<file path="config.mk">
export PLATFORM = sky130hd
export DESIGN_NAME = flex_counter_modal
export DESIGN_NICKNAME = d
export VERILOG_FILES = /design/src/rtl/flex_counter_modal.sv
export SDC_FILE = /design/constraint.sdc
export NUM_CORES = 1
export LEC_CHECK = 0
export BUFFER_PORTS_ARGS = -buffer_cell sky130_fd_sc_hd__buf_2
export CAP_MARGIN = 20
export CORE_UTILIZATION = 59
export DETAILED_ROUTE_END_ITERATION = 8
export PLACE_DENSITY = 0.85
export SLEW_MARGIN = 0
export SYNTH_ARGS = -nofsm -noshare
export SYNTH_HDL_FRONTEND = slang
export SYNTH_SLANG_ARGS = --single-unit
</file>
<file path="constraint.sdc">
create_clock -name clk -period 6.15 [get_ports clk]
set_clock_uncertainty 0.1 [all_clocks]
set_input_delay 0.3075 -clock clk [delete_from_list [all_inputs] [get_ports clk]]
set_output_delay 0.3075 -clock clk [all_outputs]
set_load 0.005 [all_outputs]
</file>
<file path="src/rtl/flex_counter_modal.sv">
// flex_counter_modal: parameterised up/down counter with three terminal behaviours
// (wrap, saturate, one-shot). It has synchronous clear and load, and registered
// rollover, wrap and done status.
module flex_counter_modal #(
    parameter int unsigned NUM_CNT_BITS = 4,
    parameter int unsigned WRAP_TO_ONE  = 1
) (
    input  logic                    clk,
    input  logic                    n_rst,
    input  logic                    clear,
    input  logic                    load,
    input  logic [NUM_CNT_BITS-1:0] load_val,
    input  logic                    count_enable,
    input  logic                    count_dir,
    input  logic [1:0]              mode,
    input  logic [NUM_CNT_BITS-1:0] rollover_val,
    output logic [NUM_CNT_BITS-1:0] count_out,
    output logic                    rollover_flag,
    output logic                    wrap_pulse,
    output logic                    done
);

    typedef enum logic [1:0] {
        ModeWrap    = 2'b00,
        ModeSat     = 2'b01,
        ModeOneShot = 2'b10,
        ModeWrapAlt = 2'b11
    } mode_e;

    localparam logic [NUM_CNT_BITS-1:0] One = NUM_CNT_BITS'(1);

    logic [NUM_CNT_BITS-1:0] count_q, count_d;
    logic                    flag_q, flag_d;
    logic                    wrap_q, wrap_d;
    logic                    done_q, done_d;
    logic [NUM_CNT_BITS-1:0] terminal;
    logic [NUM_CNT_BITS-1:0] wrap_tgt;
    logic                    holds_at_end;
    mode_e                   mode_s;

    assign mode_s = mode_e'(mode);

    // Next-state: clear > load > enabled step > hold; flag derives from the next count
    always_comb begin
        count_d      = count_q;
        wrap_d       = 1'b0;
        done_d       = done_q;
        terminal     = count_dir ? '0 : rollover_val;
        // A zero upper terminal forces the up-wrap target to zero as well
        wrap_tgt     = ((WRAP_TO_ONE != 0) && (rollover_val != '0)) ? One : '0;
        holds_at_end = (mode_s == ModeSat) || (mode_s == ModeOneShot);

        if (clear) begin
            count_d = '0;
            done_d  = 1'b0;
        end else if (load) begin
            count_d = load_val;
            done_d  = 1'b0;
        end else if (count_enable && !done_q) begin
            if (!count_dir) begin
                // Values at or above the terminal (e.g. after a load) take the terminal action
                if (count_q < rollover_val) begin
                    count_d = count_q + One;
                end else if (!holds_at_end) begin
                    count_d = wrap_tgt;
                    wrap_d  = 1'b1;
                end
            end else begin
                if (count_q != '0) begin
                    count_d = count_q - One;
                end else if (!holds_at_end) begin
                    count_d = rollover_val;
                    wrap_d  = 1'b1;
                end
            end
            if ((mode_s == ModeOneShot) && (count_d == terminal)) begin
                done_d = 1'b1;
            end
        end

        flag_d = (count_d == terminal);
    end

    // State registers with asynchronous active-low reset
    always_ff @(posedge clk or negedge n_rst) begin
        if (!n_rst) begin
            count_q <= '0;
            flag_q  <= 1'b0;
            wrap_q  <= 1'b0;
            done_q  <= 1'b0;
        end else begin
            count_q <= count_d;
            flag_q  <= flag_d;
            wrap_q  <= wrap_d;
            done_q  <= done_d;
        end
    end

    assign count_out     = count_q;
    assign rollover_flag = flag_q;
    assign wrap_pulse    = wrap_q;
    assign done          = done_q;

endmodule

</file>
### Word level (Yosys, flattened, before mapping)

Cells that the tools add are included.

* register bits: 7
* output and inout bits: 7
* word-level logic and storage cells: 44

* add/subtract/negate cells: 2
* magnitude comparators: 1
* eq/ne operators: 4
* muxes and demuxes: 24
* reductions and logical operators: 9

Operator list (number)
* two-way mux 4 bit: 12
* two-way mux 1 bit: 12
* == test 4 bit: 2
* nonzero test 4 bit: 2
* nonzero test 3 bit: 2
* adder 4 x 1 -> 4 bit, second input constant: 1
* < comparator 4 bit: 1
* subtractor 4 x 1 -> 4 bit, second input constant: 1
* == test 2 x 1 -> 1 bit, second input constant: 1
* == test 2 bit, second input constant: 1
* logical AND 1 bit: 2
* AND reduction 2 bit: 1
* zero test 1 bit: 1
* logical OR 1 bit: 1

### Depth between registers and ports, before layout

* word-level depth: 14
* depth in mapped cells: 9
* depth with buffers taken out: 8

### Worst setup path before layout

No wires, ideal clock.

* path type: flip-flop to flip-flop
* start point: register count_q[0] (netlist: count_out[0])
* end point: register done_q (netlist: done)
* arrival: 2322 ps
* data required time: 5940 ps
* setup slack: 3618 ps
* cell stages (with the launch flop): 9
* buffers on the path: 1
* cells stage by stage: dfrtp_1 buf_4 inv_1 ha_1 or3b_2 a211oi_1 a21oi_1 a2111o_1 o41ai_1

* word-level cells in the longest chain between the ends: 10

Ends and longest elaborated chain
* start, declared: line 32 `logic [NUM_CNT_BITS-1:0] count_q, count_d;`
* start signal, assigned: line 92 `count_q <= count_d;`
* adder 4 x 1 -> 4 bit (tied with other cells): line 63 `count_d = count_q + One;`
* two-way mux 4 bit, on equally long branches: line 62, 69
* two-way mux 4 bit *: line 60 `if (!count_dir) begin`
* two-way mux 4 bit *: line 59 `end else if (count_enable && !done_q) begin`
* two-way mux 4 bit *: line 56 `end else if (load) begin`
* two-way mux 4 bit *: line 53 `if (clear) begin`
* == test 4 bit *: line 76 `if ((mode_s == ModeOneShot) && (count_d == terminal)) begin`
* logical AND 1 bit *: line 76
* nonzero test 3 bit (no line) *
* AND reduction 2 bit (no line) *
* end signal, assigned: line 95 `done_q <= done_d;`
* end, declared: line 35 `logic done_q, done_d;`

Every way passes the cells marked *; elsewhere a longest branch is shown, timed or not. The select of a mux whose other input is x is not followed.
A chain may end at the register's enable or synchronous reset.

### Worst setup path after layout

* start point: register count_q[1] (netlist: count_out[1])
* end point: register flag_q (netlist: rollover_flag)

* word-level cells in the longest chain between the ends: 10

Ends and longest elaborated chain
* adder 4 x 1 -> 4 bit (tied with other cells): line 63
* two-way mux 4 bit, on equally long branches: line 62, 69
* two-way mux 4 bit: line 60
* two-way mux 4 bit: line 59
* two-way mux 4 bit: line 56
* two-way mux 4 bit: line 53
* two-way mux 4 bit *: line 59
* two-way mux 4 bit *: line 56
* two-way mux 4 bit *: line 53
* == test 4 bit *: line 81 `flag_d = (count_d == terminal);`
* named net flag_d: line 33 `logic flag_q, flag_d;`
* end signal, assigned: line 93 `flag_q <= flag_d;`
* end, declared: line 33

The timed path passes the listed nets; every way through them passes the cells marked *. The select of a mux whose other input is x is not followed.

==> qor.csv <==
metric;value;unit
run status;finished clean;
adder-cell share of the synthesized area;6.70;%
Max FO, Critical Path;11;
DP HPWL;2520;µm
Final Hold Fails;0;
area of the core;1750;µm²
later-pin clock latency in the skew report;270;ps
pwr/cell area;159;nW/µm²
count of different cell masters after synthesis;42;
Post-Syn Nets;179;
wire per inst;17.0;µm
Min-Delay Path Class;input port to flop;
final setup violating endpoints;0;
CP required;6240;ps
max-slew violations;0;
Die Height;45.6;µm
Die ar.;2080;µm²
total negative slack;0;ps
routed vias;1337;
Final min period;2910;ps
CTS Buf Count;3;
synth warn;0;
Mapped Cells;157;
critical path class;flop to flop;
FFs w/ async S/R, synth;100;%
EDFF count, synth;0;
cell area after synthesis;1120;µm²
FILL cells;144;
Initial DRC Count;106;
Slew @ Worst Pin;488;ps
global route total overflow;0;
maximum clock path buffer count;2;
final worst slack;3240;ps
Synth Area in XOR/XNOR;0.781;%
layout cells sized above 1;17.3;%
Final Cycle Share;47.3;%
Worst EP arrival;3000;ps
FP Rows;15;
Num Clock Sinks;7;
vias in the first global route;1176;
CTS tree;yes;
largest family of logic cells by synthesized area;compound AO/OA/AOI/OAI gates;
CTS HTree Levels;1;
final instance area;1250;µm²
Worst slew margin;67.4;%
Seq cells post-synth;7;
hold slack;219;ps
CTS root buf;clkbuf_4;
global-route wire length before repair;5560;µm
initial antenna violation count;0;
Nets;196;
register area share after synthesis;15.6;%
Setup crit start kind;flop;
simple-gate share of the synthesized area;25.8;%
area grow syn2layout;11.8;%
DR DRC count;0;
diode count;0;
GRT Overall Usage;37.0;%
Final Non-Filler Cells;198;
drt total wl;3370;µm
Vias/cell;6.75;
cell total after placement;193;
Initial Util;64.2;%
first-pass iteration count of the detailed router;5;
maxcap violations;0;
ys flop type;dfrtp_1;
Die W;45.6;µm
antenna-violating nets left;0;
mux share of post-synthesis cell area;5.36;%
Worst-path clk slew;70;ps
Worst VDD drop;0.0000901;V
placed inst area;1220;µm²
Highest Clock Rate;344;MHz
Leak;0.000598;µW
GPL Wtd Cong;1.02;
post-synthesis compound-gate area fraction;37.1;%
syn_area_per_cell;7.14;µm²
largest net degree at the start of global routing;26;
crit path capture type;flop;
IO Count;23;
count of port buffers added during placement;22;
worst slack at placement;3360;ps
RSZ-0062 raised after global routing;no;
-- worst paths after layout --
| check | endpoint | start | depth (start not counted) | slack (ps) |
|---|---|---|---|---|
| hold reg to reg | done | done | 2 | 480 |
| min in group asynchronous | count_out[0] | n_rst | 2 | 300 |
| max in group asynchronous | count_out[2] | n_rst | 2 | 5470 |
| hold / removal | count_out[1] | clear | 2 | 220 |
| setup reg to reg | rollover_flag | count_out[1] | 7 | 3240 |
| setup / recovery | rollover_flag | count_out[1] | 7 | 3240 |
-- critical path, cell delays in order (launching register included) --
cell       delay, ps
dfrtp_1          520
ha_1             270
or3b_4           380
a21oi_1          400
nand2b_1         150
o311a_1          350
a2111oi_0        380
and4bb_2         280
-- registers in the layout, indices dropped and copies added (netlist names) --
name	flops
count_out	4
rollover_flag	1
wrap_pulse	1
done	1
-- metal layers --
layer  vias up  wire (µm)  GRT usage, %  share of wire (%)
met5         -          0             0                  0
met4         0        130          15.2                3.9
met3        22        444          5.95                 13
met2       111       1480          57.7                 44
met1       588       1320          50.0                 39
li1        616          -             -                  -
-- through the flow --
| step | power, µW | utilization [%] |
|---|---|---|
| 6_report | 199 | 71.8 |
| 5_1_grt | 213 | 71.8 |
| 4_1_cts | 196 | 71.8 |
| 3_5_place_dp | 151 | 69.7 |
| 3_3_place_gp | 150 | 69.7 |
| 2_1_floorplan | 124 | - |
-- cell usage after synthesis (all sizes together), types with 3 or more instances --
| cell | count | share of area, % |
|---|---|---|
| nor2b | 5 | 2.8 |
| dfrtp | 7 | 16 |
| clkbuf | 9 | 3.0 |
| a21o | 4 | 2.7 |
| inv | 14 | 4.7 |
| a211oi | 5 | 3.3 |
| nand2b | 8 | 4.5 |
| o21ai | 7 | 3.1 |
| nand2 | 10 | 3.3 |
| nand3 | 8 | 3.6 |
| mux2i | 6 | 5.4 |
| nor2 | 11 | 3.7 |
| and2 | 3 | 1.7 |
| a21oi | 17 | 7.6 |
| ha | 6 | 6.7 |
-- logic make-up after synthesis --
kind of cell               Yosys count
DFF                                  7
buffers and inverters               25
AOI/OAI and AO/OA                   58
muxes                                6
and+or+nand+nor                     54
xor gates and xnor gates             1
adders and majority gates            6
-- layout make-up --
cell class	count	area [µm²]	area share (%)
Multi-Input combinational cell	125	848	67.7
Sequential cell	7	175	14.0
Timing Repair Buffer	23	120	9.58
Inverter	14	52.6	4.19
Tap cell	25	31.3	2.50
Clock buffer	4	26.3	2.10
-- power by group --
group / internal [µW] / total [µW] / switching, µW
sequential: 49.1 / 57.1 / 8.00
clock: 24.9 / 44.9 / 20.0
combinational: 40.3 / 97.1 / 56.8
-- repair_timing --
action                                  4_1_cts  5_1_grt
resized for setup                             0        0
hold buffers                                  1        0
setup buffers                                 0        0
hold endpoints to repair                      7        0
endpoints found under the setup margin        0        0
-- layout by cell type, fill, tap and decap left out, types with 3 or more instances in the layout --
| cell type | netlist | routed |
|---|---|---|
| clkbuf_4 | 0 | 3 |
| mux2i_1 | 6 | 6 |
| a211oi_1 | 5 | 5 |
| nand3_1 | 8 | 8 |
| a21oi_1 | 17 | 17 |
| ha_1 | 6 | 6 |
| inv_1 | 14 | 14 |
| nand2_1 | 10 | 10 |
| and2_1 | 3 | 3 |
| nor2_1 | 11 | 11 |
| o21ai_0 | 7 | 7 |
| nor2b_1 | 5 | 5 |
| dfrtp_1 | 7 | 7 |
| buf_2 | 0 | 22 |
| a21o_1 | 4 | 4 |
| nand2b_1 | 8 | 8 |
No activity file was read; power rests on OpenSTA's default activity.
